$ cat src/rtl/datamem_pkg.sv
// Shared types and helpers for the datamem_dp data buffer.
// DATAMEM_PARITY_EN enables per-lane parity in the users of this package.
package datamem_pkg;

  localparam int BYTE_W = 8;

  typedef enum logic {
    ST_INIT,
    ST_RUN
  } datamem_state_e;

  // Even parity: the stored bit makes the total count of ones even.
  function automatic logic byte_parity(input logic [BYTE_W-1:0] b);
    return ^b;
  endfunction

endpackage

$ cat src/rtl/datamem_if.sv
// Write/read port bundle for datamem_dp.
// DATAMEM_PARITY_EN adds the perr_inject test hook.
interface datamem_if #(
  parameter int DATA_W = 32,
  parameter int DEPTH  = 64
);
  localparam int ADDR_W = $clog2(DEPTH);
  localparam int STRB_W = DATA_W / 8;

  logic              wr_en;
  logic [ADDR_W-1:0] wr_addr;
  logic [DATA_W-1:0] wr_data;
  logic [STRB_W-1:0] wr_strb;
  logic              rd_en;
  logic [ADDR_W-1:0] rd_addr;
  logic [DATA_W-1:0] rd_data;
  logic              rd_valid;
  logic              rd_perr;
`ifdef DATAMEM_PARITY_EN
  logic              perr_inject;
`endif

  modport master (
    output wr_en, wr_addr, wr_data, wr_strb, rd_en, rd_addr,
`ifdef DATAMEM_PARITY_EN
    output perr_inject,
`endif
    input  rd_data, rd_valid, rd_perr
  );

  modport slave (
    input  wr_en, wr_addr, wr_data, wr_strb, rd_en, rd_addr,
`ifdef DATAMEM_PARITY_EN
    input  perr_inject,
`endif
    output rd_data, rd_valid, rd_perr
  );

endinterface

$ cat src/rtl/datamem_init_seq.sv
// Post-reset clear sequencer: sweeps every address once, then parks in RUN.
//   state   | meaning
//   ST_INIT | clearing word clr_addr, user ports blocked
//   ST_RUN  | normal operation, terminal until reset
module datamem_init_seq
  import datamem_pkg::*;
#(
  parameter int DEPTH  = 64,
  parameter int ADDR_W = $clog2(DEPTH)
) (
  input  logic              clk,
  input  logic              rst_n,
  output logic              init_done,
  output logic              clr_we,
  output logic [ADDR_W-1:0] clr_addr
);

  localparam logic [ADDR_W-1:0] LAST_ADDR = ADDR_W'(DEPTH - 1);

  datamem_state_e    state_q, state_d;
  logic [ADDR_W-1:0] cnt_q, cnt_d;

  always_ff @(posedge clk or negedge rst_n) begin
    if (!rst_n) begin
      state_q <= ST_INIT;
      cnt_q   <= '0;
    end else begin
      state_q <= state_d;
      cnt_q   <= cnt_d;
    end
  end

  always_comb begin
    state_d = state_q;
    cnt_d   = cnt_q;
    clr_we  = 1'b0;
    case (state_q)
      ST_INIT: begin
        clr_we = 1'b1;
        if (cnt_q == LAST_ADDR) state_d = ST_RUN;
        else                    cnt_d   = cnt_q + 1'b1;
      end
      ST_RUN:  ;
      default: state_d = ST_INIT;
    endcase
  end

  assign clr_addr  = cnt_q;
  assign init_done = (state_q == ST_RUN);

endmodule

$ cat src/rtl/datamem_dp.sv
// Simple dual-port data buffer: strobed writes, registered write-first reads, self-clear.
// DATAMEM_PARITY_EN adds per-lane even parity and the perr_inject hook.
module datamem_dp
  import datamem_pkg::*;
#(
  parameter  int DATA_W = 32,
  parameter  int DEPTH  = 64,
  localparam int ADDR_W = $clog2(DEPTH),
  localparam int STRB_W = DATA_W / BYTE_W
) (
  input  logic     clk,
  input  logic     rst_n,
  output logic     init_done,
  datamem_if.slave bus
);

  logic [DATA_W-1:0] mem_q [DEPTH];
`ifdef DATAMEM_PARITY_EN
  logic [STRB_W-1:0] par_q [DEPTH];
  logic [STRB_W-1:0] wpar, rd_par;
  logic              inj;
`endif

  logic              clr_we;
  logic [ADDR_W-1:0] clr_addr;
  logic              we, hit, wr_inr, rd_inr, rd_go, perr;
  logic [ADDR_W-1:0] waddr;
  logic [DATA_W-1:0] wdata, rd_word;
  logic [STRB_W-1:0] wstrb;
  logic [DATA_W-1:0] rd_data_q, rd_data_d;
  logic              rd_valid_q, rd_valid_d, rd_perr_q, rd_perr_d;

  datamem_init_seq #(.DEPTH(DEPTH), .ADDR_W(ADDR_W)) u_init_seq (
    .clk       (clk),
    .rst_n     (rst_n),
    .init_done (init_done),
    .clr_we    (clr_we),
    .clr_addr  (clr_addr)
  );

  assign wr_inr = (int'(bus.wr_addr) < DEPTH);
  assign rd_inr = (int'(bus.rd_addr) < DEPTH);
  assign rd_go  = init_done & bus.rd_en;

  // The clear sequencer owns the write port for the whole of INIT.
  always_comb begin
    we    = clr_we | (bus.wr_en & wr_inr);
    waddr = clr_we ? clr_addr : bus.wr_addr;
    wdata = clr_we ? '0 : bus.wr_data;
    wstrb = clr_we ? '1 : bus.wr_strb;
`ifdef DATAMEM_PARITY_EN
    inj  = bus.perr_inject & ~clr_we;
    wpar = '0;
    for (int i = 0; i < STRB_W; i++)
      wpar[i] = byte_parity(wdata[i*BYTE_W +: BYTE_W]) ^ inj;
`endif
  end

  always_ff @(posedge clk) begin
    if (we) begin
      for (int i = 0; i < STRB_W; i++) begin
        if (wstrb[i]) begin
          mem_q[waddr][i*BYTE_W +: BYTE_W] <= wdata[i*BYTE_W +: BYTE_W];
`ifdef DATAMEM_PARITY_EN
          par_q[waddr][i] <= wpar[i];
`endif
        end
      end
    end
  end

  // Write-first: strobed lanes of a same-edge write replace the stored bytes.
  always_comb begin
    hit     = we & (waddr == bus.rd_addr);
    rd_word = mem_q[bus.rd_addr];
    perr    = 1'b0;
`ifdef DATAMEM_PARITY_EN
    rd_par  = par_q[bus.rd_addr];
`endif
    for (int i = 0; i < STRB_W; i++) begin
      if (hit && wstrb[i]) begin
        rd_word[i*BYTE_W +: BYTE_W] = wdata[i*BYTE_W +: BYTE_W];
`ifdef DATAMEM_PARITY_EN
        rd_par[i] = wpar[i];
`endif
      end
    end
`ifdef DATAMEM_PARITY_EN
    for (int i = 0; i < STRB_W; i++)
      perr = perr | (byte_parity(rd_word[i*BYTE_W +: BYTE_W]) ^ rd_par[i]);
`endif
  end

  always_comb begin
    rd_valid_d = rd_go;
    rd_data_d  = rd_data_q;
    rd_perr_d  = 1'b0;
    if (rd_go) begin
      rd_data_d = rd_inr ? rd_word : '0;
      rd_perr_d = rd_inr & perr;
    end
  end

  always_ff @(posedge clk or negedge rst_n) begin
    if (!rst_n) begin
      rd_data_q  <= '0;
      rd_valid_q <= 1'b0;
      rd_perr_q  <= 1'b0;
    end else begin
      rd_data_q  <= rd_data_d;
      rd_valid_q <= rd_valid_d;
      rd_perr_q  <= rd_perr_d;
    end
  end

  assign bus.rd_data  = rd_data_q;
  assign bus.rd_valid = rd_valid_q;
  assign bus.rd_perr  = rd_perr_q;

endmodule

$ cat src/flat_wrapper.sv
// flat-port wrapper written by rule: the top's interface ports become plain ports
module datamem_dp_flat import datamem_pkg::*;
#(
  parameter  int DATA_W = 32,
  parameter  int DEPTH  = 64,
  localparam int ADDR_W = $clog2(DEPTH),
  localparam int STRB_W = DATA_W / BYTE_W
)
  (clk, rst_n, init_done, bus_wr_en, bus_wr_addr, bus_wr_data, bus_wr_strb, bus_rd_en, bus_rd_addr, bus_rd_data, bus_rd_valid, bus_rd_perr);
  datamem_if #(.DATA_W(DATA_W), .DEPTH(DEPTH)) bus_i ();
  input  logic clk;
  input  logic rst_n;
  output logic init_done;
  input wire logic [$bits(bus_i.wr_en)-1:0] bus_wr_en;
  input wire logic [$bits(bus_i.wr_addr)-1:0] bus_wr_addr;
  input wire logic [$bits(bus_i.wr_data)-1:0] bus_wr_data;
  input wire logic [$bits(bus_i.wr_strb)-1:0] bus_wr_strb;
  input wire logic [$bits(bus_i.rd_en)-1:0] bus_rd_en;
  input wire logic [$bits(bus_i.rd_addr)-1:0] bus_rd_addr;
  output wire logic [$bits(bus_i.rd_data)-1:0] bus_rd_data;
  output wire logic [$bits(bus_i.rd_valid)-1:0] bus_rd_valid;
  output wire logic [$bits(bus_i.rd_perr)-1:0] bus_rd_perr;
  assign bus_i.wr_en = bus_wr_en;
  assign bus_i.wr_addr = bus_wr_addr;
  assign bus_i.wr_data = bus_wr_data;
  assign bus_i.wr_strb = bus_wr_strb;
  assign bus_i.rd_en = bus_rd_en;
  assign bus_i.rd_addr = bus_rd_addr;
  assign bus_rd_data = bus_i.rd_data;
  assign bus_rd_valid = bus_i.rd_valid;
  assign bus_rd_perr = bus_i.rd_perr;
  datamem_dp #(.DATA_W(DATA_W), .DEPTH(DEPTH)) u_core (.clk(clk), .rst_n(rst_n), .init_done(init_done), .bus(bus_i));
endmodule
$ cat config.mk
export PLATFORM = sky130hd
export DESIGN_NAME = datamem_dp_flat
export DESIGN_NICKNAME = d
export VERILOG_FILES = /design/src/rtl/datamem_pkg.sv /design/src/rtl/datamem_if.sv /design/src/rtl/datamem_init_seq.sv /design/src/rtl/datamem_dp.sv /design/src/flat_wrapper.sv
export SDC_FILE = /design/constraint.sdc
export NUM_CORES = 2
export LEC_CHECK = 0
export BUFFER_PORTS_ARGS = -buffer_cell sky130_fd_sc_hd__buf_2
export CORE_MARGIN = 4
export CORE_UTILIZATION = 63
export DETAILED_ROUTE_END_ITERATION = 8
export PLACE_DENSITY = 0.79
export SLEW_MARGIN = 15
export SYNTH_ARGS = -nofsm -noshare
export SYNTH_HDL_FRONTEND = slang
export SYNTH_HIERARCHICAL = 1
export SYNTH_SLANG_ARGS = --single-unit
$ cat constraint.sdc
create_clock -name clk -period 3.78 [get_ports clk]
set_input_delay 0.378 -clock clk [delete_from_list [all_inputs] [get_ports clk]]
set_output_delay 0.378 -clock clk [all_outputs]
set_load 0.01 [all_outputs]
==> summary.md <==
| Metric | Value |
|---|---|
| Outcome | `completed` |
| Clk sinks | `about 2100` |
| Mapped cell area | `around 80000 um^2` |
| Area Growth Syn to Fin | `13.9%` |
| Syn_area_per_cell | `approximately 21 um^2` |
| Post-CTS Repair Setup Buffers | `0` |
| Most frequent cells in the layout | `edfxtp_1, mux4_2, buf_4` |
| Initial Util | `between 60% and 70%` |
| Crit-path max FO | `25` |
| Yosys warns | `6` |
| HPWL Detailed | `between 100000 and 150000 um` |
| Pwr Density | `roughly 490 nW/um^2` |
| Post-route cell area | `between 90000 and 100000 um^2` |
| HP Class | `primary input to flip-flop` |
| Max-slew headroom | `14.1%` |
| Compound-cell area share of the yosys netlist | `3.51%` |
| Post-synth cell types | `between 60 and 70` |
| Tightest Pin Transition | `~1.3 ns` |
| Largest net degree at the start of global routing | `66` |
| Max-Cap Viols | `0` |
| CP startpoint kind | `flip-flop` |
| Critical-path cell list | `inv_4 -> nand2_1 -> o32ai_1 -> nand2_2 -> buf_4 -> nor3_1 -> buf_4` |
| Inst Count DP | `5803` |
| Crit end category | `flip-flop` |
| Avg WL per Cell | `between 30 and 40 um` |
| Most common cell on crit path | `buf_4` |
| FF+latch count, synth | `2088` |
| Root buffer cell | `clkbuf_16` |
| Post-Synth XOR/XNOR Area | `less than 1%` |
| Setup WS pre-CTS | `approximately 0.54 ns` |
| Via Count | `roughly 44000` |
| Final TNS setup | `0 ns` |
| Leak pwr | `between 20 and 30 nW` |
| R2R Setup Slk | `about 0.56 ns` |
| Synthesized instance count | `between 3000 and 4000` |
| Residual DRC | `0` |
| Tot GR Track Use | `32.6%` |
| Synth area leaders | `edfxtp_1, mux4_2, a22oi_1` |
| Ys async rst share | `under 10%` |
| First-pass GRT wire length | `roughly 320000 um` |
| Chip height | `368 um` |
| WHS | `around 0.056 ns` |
| Overall die area | `between 100000 and 150000 um^2` |
| First-iteration detailed-routing DRC count | `about 7500` |
| Cell taking the most area after synthesis | `edfxtp_1` |
| Routability cong. | `0.923` |
| # port buffers | `85` |
| Core area | `128000 um^2` |
| Mux cell area share after synthesis | `around 15%` |
| Area share of the leading cell type in the synthesized netlist | `about three quarters` |
| Drt pass-1 iters | `6` |
| Antenna violations before repair | `12` |
| Nets | `4329` |
| CTS tree | `done` |
| Final hold vios | `0` |
| Setup violators final | `0` |
| Row count | `131` |
| Antenna viol nets, final | `0` |
| DIE WIDTH | `~370 um` |
| Crit-path slowest cell | `nor3_1` |
| Final cell count without fillers | `6174` |
| Fin. max-slew vios | `0` |
| Vias in the first global route | `~44000` |
| Critical path buffers and inverters | `3` |
| Synth Area in Simple Gates | `2.84%` |
| Clock buffer count from CTS | `between 150 and 200` |
| Critical path data arrival time | `roughly 3.7 ns` |
| Max H-tree Level | `4` |
| Share of cells above drive strength 1 | `between 30% and 40%` |
| CTS Buffer Depth | `3` |
| Fin worst setup slack | `0.557 ns` |
| Share of the yosys chip area belonging to registers | `around three quarters` |
| Commonest non-fill, non-tap cell in the layout | `edfxtp_1` |
| Largest family of logic cells by synthesized area | `multiplexers` |
| Post-DP Area | `approximately 86000 um^2` |
| Routed WL | `around 220000 um` |
| FMAX | `310 MHz` |
| Via density | `7.07` |
| VDD IR-drop max | `roughly 0.00048 V` |
| Crit path required time | `4.30 ns` |
| Clock-pin slew on the worst setup and hold paths | `~0.060 ns` |
| Final Critical Period | `3.22 ns` |
| Number of synthesized flops with an enable pin | `a little over 2000` |
| Synth Net Count | `roughly 3900` |
| Top FF cell, synth | `edfxtp_1` |
| Final period util | `between 80% and 90%` |
| Clk Latency, worst-skew pair | `between 0.8 and 0.9 ns` |
| Num ports | `87` |
| Worst setup path class | `flip-flop to flip-flop` |
| Critical path's top delay family | `simple AND/OR/NAND/NOR gates` |
| Grt ovf | `0` |
| RSZ-0062 raised after global routing | `false` |
| Clock skew | `around 0.028 ns` |
| Worst path max stage delay | `around 0.64 ns` |
| Synth Area in Adders | `less than 1%` |
-- state kept, by name (all words and copies together), names as in the netlist --
| register | count |
|---|---|
| u_core/bus.rd_data | 32 |
| u_core/bus.rd_valid | 1 |
| u_core/mem_q | 2048 |
| u_core/u_init_seq/clr_addr | 6 |
| u_core/u_init_seq/init_done | 1 |
-- metal layers --
metal,global-route usage (%),vias to the layer above,routed length [um]
met4,14.4,16,11400
li1,-,17048,-
met3,9.73,714,29900
met5,0.997,-,282
met2,50.6,3637,104000
met1,43.7,22220,71800
-- through the flow --
stage	power [mW]	util [%]
floorplan	26.4	-
global placement	26.9	67.5
detailed placement	26.9	67.5
CTS	45.9	72.4
global route	47.1	72.5
finish	45.8	72.5
-- final timing paths --
kind                                                  startpoint                                 end  cells past startpoint
max                        u_core/u_init_seq/init_done$_DFF_PN0_      u_core/mem_q[47][15]$_DFFE_PP_                      7
min                                               bus_wr_data[4]       u_core/mem_q[48][4]$_DFFE_PP_                      2
max reg2reg                u_core/u_init_seq/init_done$_DFF_PN0_      u_core/mem_q[47][15]$_DFFE_PP_                      7
min reg2reg                   u_core/bus.rd_data[21]$_DFFE_PN0P_  u_core/bus.rd_data[21]$_DFFE_PN0P_                      2
max in group asynchronous                                  rst_n  u_core/bus.rd_data[12]$_DFFE_PN0P_                      3
min in group asynchronous                                  rst_n   u_core/bus.rd_data[3]$_DFFE_PN0P_                      2
-- cell usage after synthesis, types with 10 or more instances --
| cell | number |
|---|---|
| mux2i_1 | 64 |
| clkbuf_1 | 95 |
| nor2_1 | 146 |
| edfxtp_1 | 2048 |
| nor3_1 | 153 |
| o21ai_0 | 10 |
| mux2_2 | 16 |
| nor2b_1 | 49 |
| mux4_2 | 500 |
| a22oi_1 | 191 |
| a21oi_1 | 142 |
| dfrtp_1 | 40 |
| buf_2 | 62 |
| nand3_1 | 22 |
| o41ai_1 | 16 |
| nand2_1 | 64 |
| nand2b_1 | 12 |
| buf_4 | 35 |
| nand4_1 | 10 |
| buf_6 | 34 |
| buf_1 | 17 |
-- layout make-up --
class	instances	area, um^2
fillers	6914	35200
inverters	8	32.5
clock buffers	258	5290
multi-input cells	1497	18000
diodes	1	2.50
clock inverters	106	1000
well taps	1729	2160
flip-flops and latches	2088	62500
repair buffers	487	3870
-- report_power, final --
part           internal [mW]  switching [mW]
sequential              25.0               0
combinational          0.539           0.861
clock                   11.0            8.41
total                   36.6            9.27
-- cell families (layout without fill, tap and decap cells) --
group / Yosys count / count (layout)
buf+inv: 254 / 859
xor+xnor: 7 / 7
simple gates: 478 / 478
flops: 2088 / 2088
fa+ha+maj: 1 / 1
mux: 590 / 590
other cells: 1 / 2
compound gates: 420 / 420
-- timing repair --
item | in CTS | in global routing
hold buffers | 3 | 0
hold endpoints to repair | 24 | 0
resized for setup | 0 | 0
No activity file was read; power rests on OpenSTA's default activity.
